--- src/rtl/button_event_ctrl_pkg.sv ---
// Shared constants and event record for the button event controller.
package button_event_ctrl_pkg;

  localparam int unsigned EVT_IDW = 2;

  // Default auto-repeat timing at 50 MHz: 10 ms initial hold, 2 ms repeat.
  localparam int unsigned DEF_HOLD_CYCLES   = 500000;
  localparam int unsigned DEF_REPEAT_CYCLES = 100000;

  typedef struct packed {
    logic               rep;
    logic [EVT_IDW-1:0] id;
  } evt_t;

endpackage

--- src/rtl/button_event_ctrl_rr_arbiter.sv ---
// Combinational round-robin arbiter: grants the first request at or after ptr.
module rr_arbiter #(
  parameter int unsigned NBTN = 4,
  parameter int unsigned IDW  = 2
) (
  input  logic [NBTN-1:0] req,
  input  logic [IDW-1:0]  ptr,
  input  logic            en,
  output logic            gnt_valid,
  output logic [IDW-1:0]  gnt_idx
);

  int unsigned idx;

  always_comb begin
    gnt_valid = 1'b0;
    gnt_idx   = '0;
    idx       = 0;
    for (int unsigned k = 0; k < NBTN; k++) begin
      idx = int'(ptr) + k;
      if (idx >= NBTN) idx = idx - NBTN;
      if (en && !gnt_valid && req[idx]) begin
        gnt_valid = 1'b1;
        gnt_idx   = IDW'(idx);
      end
    end
  end

endmodule

--- src/rtl/button_event_ctrl.sv ---
// Turns debounced button levels into an arbitrated stream of press/repeat events.
module button_event_ctrl
  import button_event_ctrl_pkg::*;
#(
  parameter int unsigned NBTN          = 4,
  parameter int unsigned IDW           = EVT_IDW,
  parameter int unsigned REPEAT_EN     = 1,
  parameter int unsigned HOLD_CYCLES   = DEF_HOLD_CYCLES,
  parameter int unsigned REPEAT_CYCLES = DEF_REPEAT_CYCLES,
  parameter int unsigned CW            = 20
) (
  input  logic            clk,
  input  logic            rst,
  input  logic [NBTN-1:0] btn_level,
  output logic            evt_valid,
  input  logic            evt_ready,
  output logic [IDW-1:0]  evt_id,
  output logic            evt_repeat,
  output logic [NBTN-1:0] overflow,
  input  logic [NBTN-1:0] ovf_clr
);

  localparam logic [CW-1:0] HOLD_LAST = CW'(HOLD_CYCLES - 1);
  localparam logic [CW-1:0] RELOAD    = CW'(HOLD_CYCLES - REPEAT_CYCLES);

  logic [NBTN-1:0] btn_q;
  logic [NBTN-1:0] pending;
  logic [NBTN-1:0] pend_rep;
  logic [IDW-1:0]  rr_ptr;
  logic            slot_free;
  logic            gnt_valid;
  logic [IDW-1:0]  gnt_idx;

  assign slot_free = !evt_valid || evt_ready;

  always_ff @(posedge clk or posedge rst) begin
    if (rst) btn_q <= '0;
    else     btn_q <= btn_level;
  end

  for (genvar i = 0; i < NBTN; i++) begin : g_btn
    logic [CW-1:0] cnt;
    logic          press;
    logic          fire;
    logic          evt;
    logic          granted;
    logic          pend_r;
    logic          rep_r;
    logic          ovf_r;

    assign press   = btn_level[i] & ~btn_q[i];
    assign fire    = (REPEAT_EN != 0) && btn_level[i] && !press && (cnt == HOLD_LAST);
    assign evt     = press | fire;
    assign granted = gnt_valid && (gnt_idx == IDW'(i));

    always_ff @(posedge clk or posedge rst) begin
      if (rst)                         cnt <= '0;
      else if (!btn_level[i] || press) cnt <= '0;
      else if (REPEAT_EN != 0)         cnt <= (cnt == HOLD_LAST) ? RELOAD : cnt + 1'b1;
    end

    // A new event while the previous one is still waiting is dropped; a grant
    // in the same cycle frees the slot so the new event takes its place.
    always_ff @(posedge clk or posedge rst) begin
      if (rst) begin
        pend_r <= 1'b0;
        rep_r  <= 1'b0;
        ovf_r  <= 1'b0;
      end else begin
        if (evt && !(pend_r && !granted)) begin
          pend_r <= 1'b1;
          rep_r  <= fire;
        end else if (granted) begin
          pend_r <= 1'b0;
        end
        if (evt && pend_r && !granted) ovf_r <= 1'b1;
        else if (ovf_clr[i])           ovf_r <= 1'b0;
      end
    end

    assign pending[i]  = pend_r;
    assign pend_rep[i] = rep_r;
    assign overflow[i] = ovf_r;
  end

  rr_arbiter #(
    .NBTN (NBTN),
    .IDW  (IDW)
  ) u_arb (
    .req       (pending),
    .ptr       (rr_ptr),
    .en        (slot_free),
    .gnt_valid (gnt_valid),
    .gnt_idx   (gnt_idx)
  );

  always_ff @(posedge clk or posedge rst) begin
    if (rst) begin
      evt_valid  <= 1'b0;
      evt_id     <= '0;
      evt_repeat <= 1'b0;
      rr_ptr     <= '0;
    end else if (slot_free) begin
      if (gnt_valid) begin
        evt_valid  <= 1'b1;
        evt_id     <= gnt_idx;
        evt_repeat <= pend_rep[gnt_idx];
        rr_ptr     <= (gnt_idx == IDW'(NBTN - 1)) ? '0 : gnt_idx + IDW'(1);
      end else begin
        evt_valid <= 1'b0;
      end
    end
  end

endmodule

--- config.mk ---
export PLATFORM = sky130hd
export DESIGN_NAME = button_event_ctrl
export DESIGN_NICKNAME = d
export VERILOG_FILES = /design/src/rtl/button_event_ctrl_pkg.sv /design/src/rtl/button_event_ctrl_rr_arbiter.sv /design/src/rtl/button_event_ctrl.sv
export SDC_FILE = /design/constraint.sdc
export NUM_CORES = 1
export LEC_CHECK = 0
export BUFFER_PORTS_ARGS = -buffer_cell sky130_fd_sc_hd__buf_2
export CORE_ASPECT_RATIO = 0.9
export CORE_MARGIN = 10
export CORE_UTILIZATION = 60
export CTS_BUF_LIST = sky130_fd_sc_hd__clkbuf_4 sky130_fd_sc_hd__clkbuf_8 sky130_fd_sc_hd__clkbuf_16
export DETAILED_ROUTE_END_ITERATION = 10
export GPL_TIMING_DRIVEN = 0
export PLACE_DENSITY = 0.9
export SLEW_MARGIN = 20
export SYNTH_ARGS = -nofsm -noshare
export SYNTH_HDL_FRONTEND = slang
export SYNTH_HIERARCHICAL = 1
export SYNTH_SLANG_ARGS = --single-unit
--- constraint.sdc ---
create_clock -name clk -period 3.91 [get_ports clk]
set_input_delay 0.1955 -clock clk [delete_from_list [all_inputs] [get_ports clk]]
set_output_delay 0.1955 -clock clk [all_outputs]
set_load 0.02 [all_outputs]
# After elaboration in Yosys (flattened, before gate mapping)
# Cells that the tools add are included.
[totals]
reg_bits = 102
inputBits = 11
word_cells = 179
[op_classes]
n_addsub = 12
order_cmp = 9
n_eq_ne = 7
muxes = 48
n_bitwise = 12
reduce_logical = 70
[ops]
columns = ["cell", "n"]
rows = [
  ["$mux 20", 8],
  ["$lt 32x3->1 const B", 4],
  ["$mux 32", 4],
  ["$ge 32x3->1 const B", 3],
  ["$sub 32x3->32 const B", 3],
  ["$add 20x1->20 const B", 4],
  ["$eq 20x19->1 const B", 4],
  ["$logic_and 1x1->1", 35],
  ["$mux 1", 26],
  ["$logic_not 1->1", 20],
  ["$reduce_bool 2->1", 8],
  ["$bmux 1 s2", 5],
  ["$mux 2", 5],
  ["$add 2x2->3 const B", 2],
  ["$logic_or 1x1->1", 5],
  ["$and 1x1->1", 4],
  ["$eq 2x2->1 const B", 2],
  ["$not 1->1", 4],
  ["$or 1x1->1", 4],
  ["$sub 2x3->4 const B", 1],
  ["$add 2x1->3 const B", 1],
  ["$ge 2x3->1 const B", 1],
  ["$lt 2x3->1 const B", 1],
  ["$add 2x1->2 const B", 1],
  ["3 further kinds", 3],
]

# Depth between registers and ports, before layout
[depth]
depth_word = 25
ltp_mapped = 11
depth_no_buf = 11

# Modules after synthesis
# Netlist, hierarchy kept.
[modules_own_cells]
columns = ["mod", "instances", "cells_each", "area_per_inst_um2"]
rows = [
  ["button_event_ctrl", 1, 520, 5101.1],
  ["rr_arbiter", 1, 37, 277.8],
]

# Least setup slack after synthesis
# OpenSTA, ideal clock, no wires.
[synth_timing]
path_type = "flip-flop to flip-flop"
startpoint = "reg rr_ptr[1]"
endpoint = "reg evt_repeat"
arrival_ns = 2.573
required_time_ns = 3.785
setup_slack_ns = 1.213
path_stages_with_launch = 7
n_path_buf = 1
path_cell_list = "dfrtp_1 > buf_6 > mux2i_1 > nor2_1 > a2111oi_0 > mux4_2 > mux2_2"
[synth_between]
elab_chain_len = 20
[synth_rtl]
columns = ["element", "line_no", "text"]
rows = [
  ["start: declaration", "button_event_ctrl.sv:29", "logic [IDW-1:0] rr_ptr;"],
  ["start signal: assignment", "button_event_ctrl.sv:108", "rr_ptr <= (gnt_idx == IDW'(NBTN - 1)) ? '0 : gnt_idx + IDW'(1);"],
  ["branches (longest 17 deep; another with $sub 32x3->32)", "n/a", ""],
  ["$mux 2 *", "button_event_ctrl_rr_arbiter.sv:22", "if (en && !gnt_valid && req[idx]) begin"],
  ["named net gnt_idx[0]", "button_event_ctrl.sv:32", "logic [IDW-1:0] gnt_idx;"],
  ["$bmux 1 s2 *", "button_event_ctrl.sv:107", "evt_repeat <= pend_rep[gnt_idx];"],
  ["$mux 1 (not written as such) *", "button_event_ctrl.sv:107", ""],
  ["end signal: assignment", "button_event_ctrl.sv:107", ""],
  ["end: declaration", "button_event_ctrl.sv:18", "output logic evt_repeat,"],
]
# Mark *: on every way through the listed nets, which the timed path passes. The select of a mux whose other input is x is not followed.
# A chain may end at the register's enable or synchronous reset.

# Worst setup path after layout
[layout_timing]
startpoint = "reg rr_ptr[1]"
endpoint = "reg g_btn[1].rep_r"
[layout_between]
elab_chain_len = 24
[layout_rtl]
columns = ["element", "line_no", "text"]
rows = [
  ["branches (longest 17 deep; another with $sub 32x3->32)", "n/a", ""],
  ["$mux 2 *", "button_event_ctrl_rr_arbiter.sv:22", ""],
  ["named net gnt_idx[1]", "button_event_ctrl.sv:32", ""],
  ["$eq 2x1->1 *", "button_event_ctrl.sv:54", "assign granted = gnt_valid && (gnt_idx == IDW'(i));"],
  ["$logic_and 1x1->1 *", "button_event_ctrl.sv:54", ""],
  ["$logic_not 1->1 *", "button_event_ctrl.sv:70", "if (evt && !(pend_r && !granted)) begin"],
  ["$logic_and 1x1->1 *", "button_event_ctrl.sv:70", ""],
  ["$logic_not 1->1 *", "button_event_ctrl.sv:70", ""],
  ["$logic_and 1x1->1 *", "button_event_ctrl.sv:70", ""],
  ["end signal: assignment", "button_event_ctrl.sv:72", "rep_r <= fire;"],
  ["end: declaration", "button_event_ctrl.sv:48", "logic rep_r;"],
]
# Marks and branches as above.

==> impl_results.md <==
* HP Class: primary input to register
* Fin crit share at approximately three quarters
* Final-report hold violation count at 0
* Max Cap Viol at 0
* Final core utilization at roughly two thirds
* Minimum clock period at a little under 3 ns
* Max VDD drop at roughly 260 uV
* Reg2reg start: rr_ptr[1]$_DFFE_PP0P_
* Setup slack, reg-to-reg at roughly 1.0 ns
* Crit. Startpoint: rr_ptr[1]$_DFFE_PP0P_
* Sequential Power Share at a little under half
* First-pass GRT wire length at 20.6 mm
* Starting density of the core at 62.2%
* # setup viols final at 0
* Slew Viols, Final at 0
* Antenna-violating nets left at 0
* Outcome: finished, final reports clean
* CTS max path bufs at 2
* CTS HTree Levels at 3
* Setup crit start kind: register
* FF-to-FF End: g_btn[1].rep_r$_DFFE_PP0P_
* RSZ-0062 raised after global routing: no
* Synthesized flop and latch total at 102
* Overall Global Routing Usage at around a fifth
* DP Wirelength at 8.30 mm
* Fill cells at 676
* Async SR Flop Fraction at 100%
* Leak at about 2.4 nW
* Number of synthesized flops with an enable pin at 0
* CTS Sinks at 102
* Synth Warn # at 6
* Critical path fanouts, max at 10
* Most common cell after layout, fill and taps aside: dfrtp_1
* Vias per cell at around 6.2
* Total CTS buffers at 9
* Max frequency at roughly 340 MHz
* Distinct cells, synth at 53
* Vias at approximately 4,500
* Number of antenna repair diodes at 0
* Worst setup endpoint: g_btn[1].rep_r$_DFFE_PP0P_
* Actual slew at the worst max-slew pin at 1.01 ns
* Root Driver: clkbuf_8
* Worst R2R Path Depth at 11
* Net Sw Frac at between 30% and 40%
* Yosys top cell area share at between 40% and 50%
* Most frequent cells in the layout: dfrtp_1 (102), nor2_1 (54), nand2_1 (39)
* Core area at slightly below 9000 um2
* Avg Inst Size Synth at 9.66 um2
* Placed insts at slightly below 700
* Sequential area share after synthesis at a little under half
* Crit. End Element: register
* Int Power at 0.00175 W
* PD cells at between 400 and 500 nW/um2
* I/O pins at 19
* # rows at 32
* Initial antenna violation count at 0
* Wirelength, routed at roughly 12 mm
* Placer congestion estimate at approximately 0.89
* Final Skew at 0.00877 ns
* Top cells by area, synth: dfrtp_1 (47%), xnor2_1 (4.6%), xor2_1 (4.6%), nor2_1 (3.8%), a21oi_1 (3.4%)
* Largest net degree at the start of global routing at 58
* First drt pass iteration count at 6
* Area of the die at 13,200 um2
* Post-CTS sizing at 0
* Initial DRC Count at approximately 340
* Critical path arrival at around 3.2 ns
* Clock-pin slew on the worst setup and hold paths at roughly 0.10 ns
* WP data required at 4.20 ns
* Syn Inst Count at 557
* Synth area leader: dfrtp_1
* Power share of the clock group at 29.9%
* TritonCTS clock tree: yes
* Relative slew slack at about a third
* Chip Width at about 120 um
* Fin cells at approximately 720
* Psw at between 0.0008 and 0.0009 W
* P&R area growth vs syn at 10.3%
* Routed len/inst at 16.8 um
* Syn nets at approximately 580
* Primary FF master, synth: dfrtp_1
* Post-synthesis cell area at approximately 5400 um2
* # nets final at slightly above 600
* Vias in the first global route at between 4,000 and 5,000
* WS Path Type: register to register
* Layout cells sized above 1 at a little over a tenth
* # port buffers at 18
* Post-route DRC at 0
* Comb power frac at ~23%
* GRT overflow at 0
* Clk_lat worst skew at about 0.38 ns
* Final setup TNS at 0 ns
* Die height at between 100 and 150 um
## worst min path at each step
stage / from / endpoint / cells after the start
final: ovf_clr[3] / g_btn[3].ovf_r$_DFFE_PP0P_ / 2
after detailed placement: rst / g_btn[1].cnt[14]$_DFF_PP0_ / 2
after global routing: ovf_clr[3] / g_btn[3].ovf_r$_DFFE_PP0P_ / 2
after CTS: ovf_clr[3] / g_btn[3].ovf_r$_DFFE_PP0P_ / 2
after floorplan: btn_level[0] / btn_q[0]$_DFF_PP0_ / 0
after global placement: btn_level[0] / btn_q[0]$_DFF_PP0_ / 1
## synth_stat cells (2+ instances only)
cell type and number:
or3_1 5, o21ai_0 13, mux2_2 3, o32ai_1 4
o31ai_1 12, xor2_1 28, nor2_1 54, mux2i_1 2
xnor2_1 28, a21oi_1 37, or3_2 3, nand4_1 28
buf_4 4, nor4_1 17, ha_1 8, nor4b_1 10
o21a_1 2, and4_1 9, inv_1 28, buf_6 2
clkbuf_2 2, nand3_1 33, a21bo_2 2, buf_2 4
or4_1 15, clkbuf_1 8, nand2_1 39, or4b_2 2
and3_1 6, nor3_1 14, a31oi_1 6, a41oi_1 2
a21o_1 2, dfrtp_1 102, o2111ai_1 2, nand2b_1 4
## through the flow
stage	worst slack, ns	instance area, um2	power, W	hold slack (ns)
2_1_floorplan	1.04	5380	0.00163	0.227
3_3_place_gp	0.00400	5620	0.00175	0.334
3_5_place_dp	1.11	5650	0.00179	0.291
4_1_cts	1.06	5930	0.00255	0.000909
5_1_grt	0.811	5930	0.00267	0.00143
6_report	1.01	5930	0.00255	0.00290
## per-layer routing
| metal | routed length [um] | track usage (%) | share of wire (%) | up-vias |
|---|---|---|---|---|
| met5 | 0 | 0 | 0 | - |
| met4 | 250 | 7.14 | 2.1 | 0 |
| met2 | 5950 | 31.9 | 50 | 163 |
| met1 | 5180 | 23.0 | 43 | 2175 |
| met3 | 636 | 4.10 | 5.3 | 30 |
| li1 | - | - | - | 2106 |
## power by group through the flow
| stage | Sequential [W] | Combinational [W] | Clock, W |
|---|---|---|---|
| final | 0.00120 | 0.000589 | 0.000761 |
| after floorplan | 0.00121 | 0.000428 | 0 |
| after CTS | 0.00120 | 0.000585 | 0.000769 |
| after global routing | 0.00121 | 0.000653 | 0.000808 |
| after detailed placement | 0.00122 | 0.000577 | 0 |
| after global placement | 0.00121 | 0.000537 | 0 |
## critical path, cell delays in order, from the launching register on
cell and delay [ns]:
dfrtp_1 0.44, buf_6 0.18, mux2_2 0.38, o2111ai_1 0.12
o21ai_0 0.15, a211oi_1 0.57, inv_1 0.18, ha_1 0.23
a21bo_2 0.22, a21oi_1 0.15, a31oi_1 0.06, o21a_1 0.11
## state kept, by name, indices dropped and copies added (netlist names)
name          count
g_btn.ovf_r       4
g_btn.rep_r       4
g_btn.pend_r      4
g_btn.cnt        80
rr_ptr            2
btn_q             4
evt_valid         1
evt_id            2
evt_repeat        1
## what timing repair did
action,4_1_cts,5_1_grt
hold buffers,5,0
setup buffers,0,0
hold endpoints to repair,60,0
## kinds of logic (layout without fill, tap and decap cells)
logic type,Yosys count,in the layout,share of synthesized area (%)
compound gates,90,90,10.5
xor+xnor,57,57,9.42
fa+ha+maj,8,8,1.86
buf+inv,48,88,4.05
flops,102,102,47.5
mux,7,7,1.70
simple gates,245,245,25.1
## area by class of cell
class | count | area (um2) | share of cell area (%)
Timing Repair Buffer | 24 | 168 | 2.83
Multi-Input combinational cell | 407 | 2610 | 44.0
Tap cell | 119 | 149 | 2.51
Buffer | 20 | 113 | 1.90
Inverter | 28 | 110 | 1.86
Clock inverter | 6 | 91.3 | 1.54
Sequential cell | 102 | 2550 | 43.0
Clock buffer | 10 | 138 | 2.32
No activity file was read; power rests on OpenSTA's default activity.
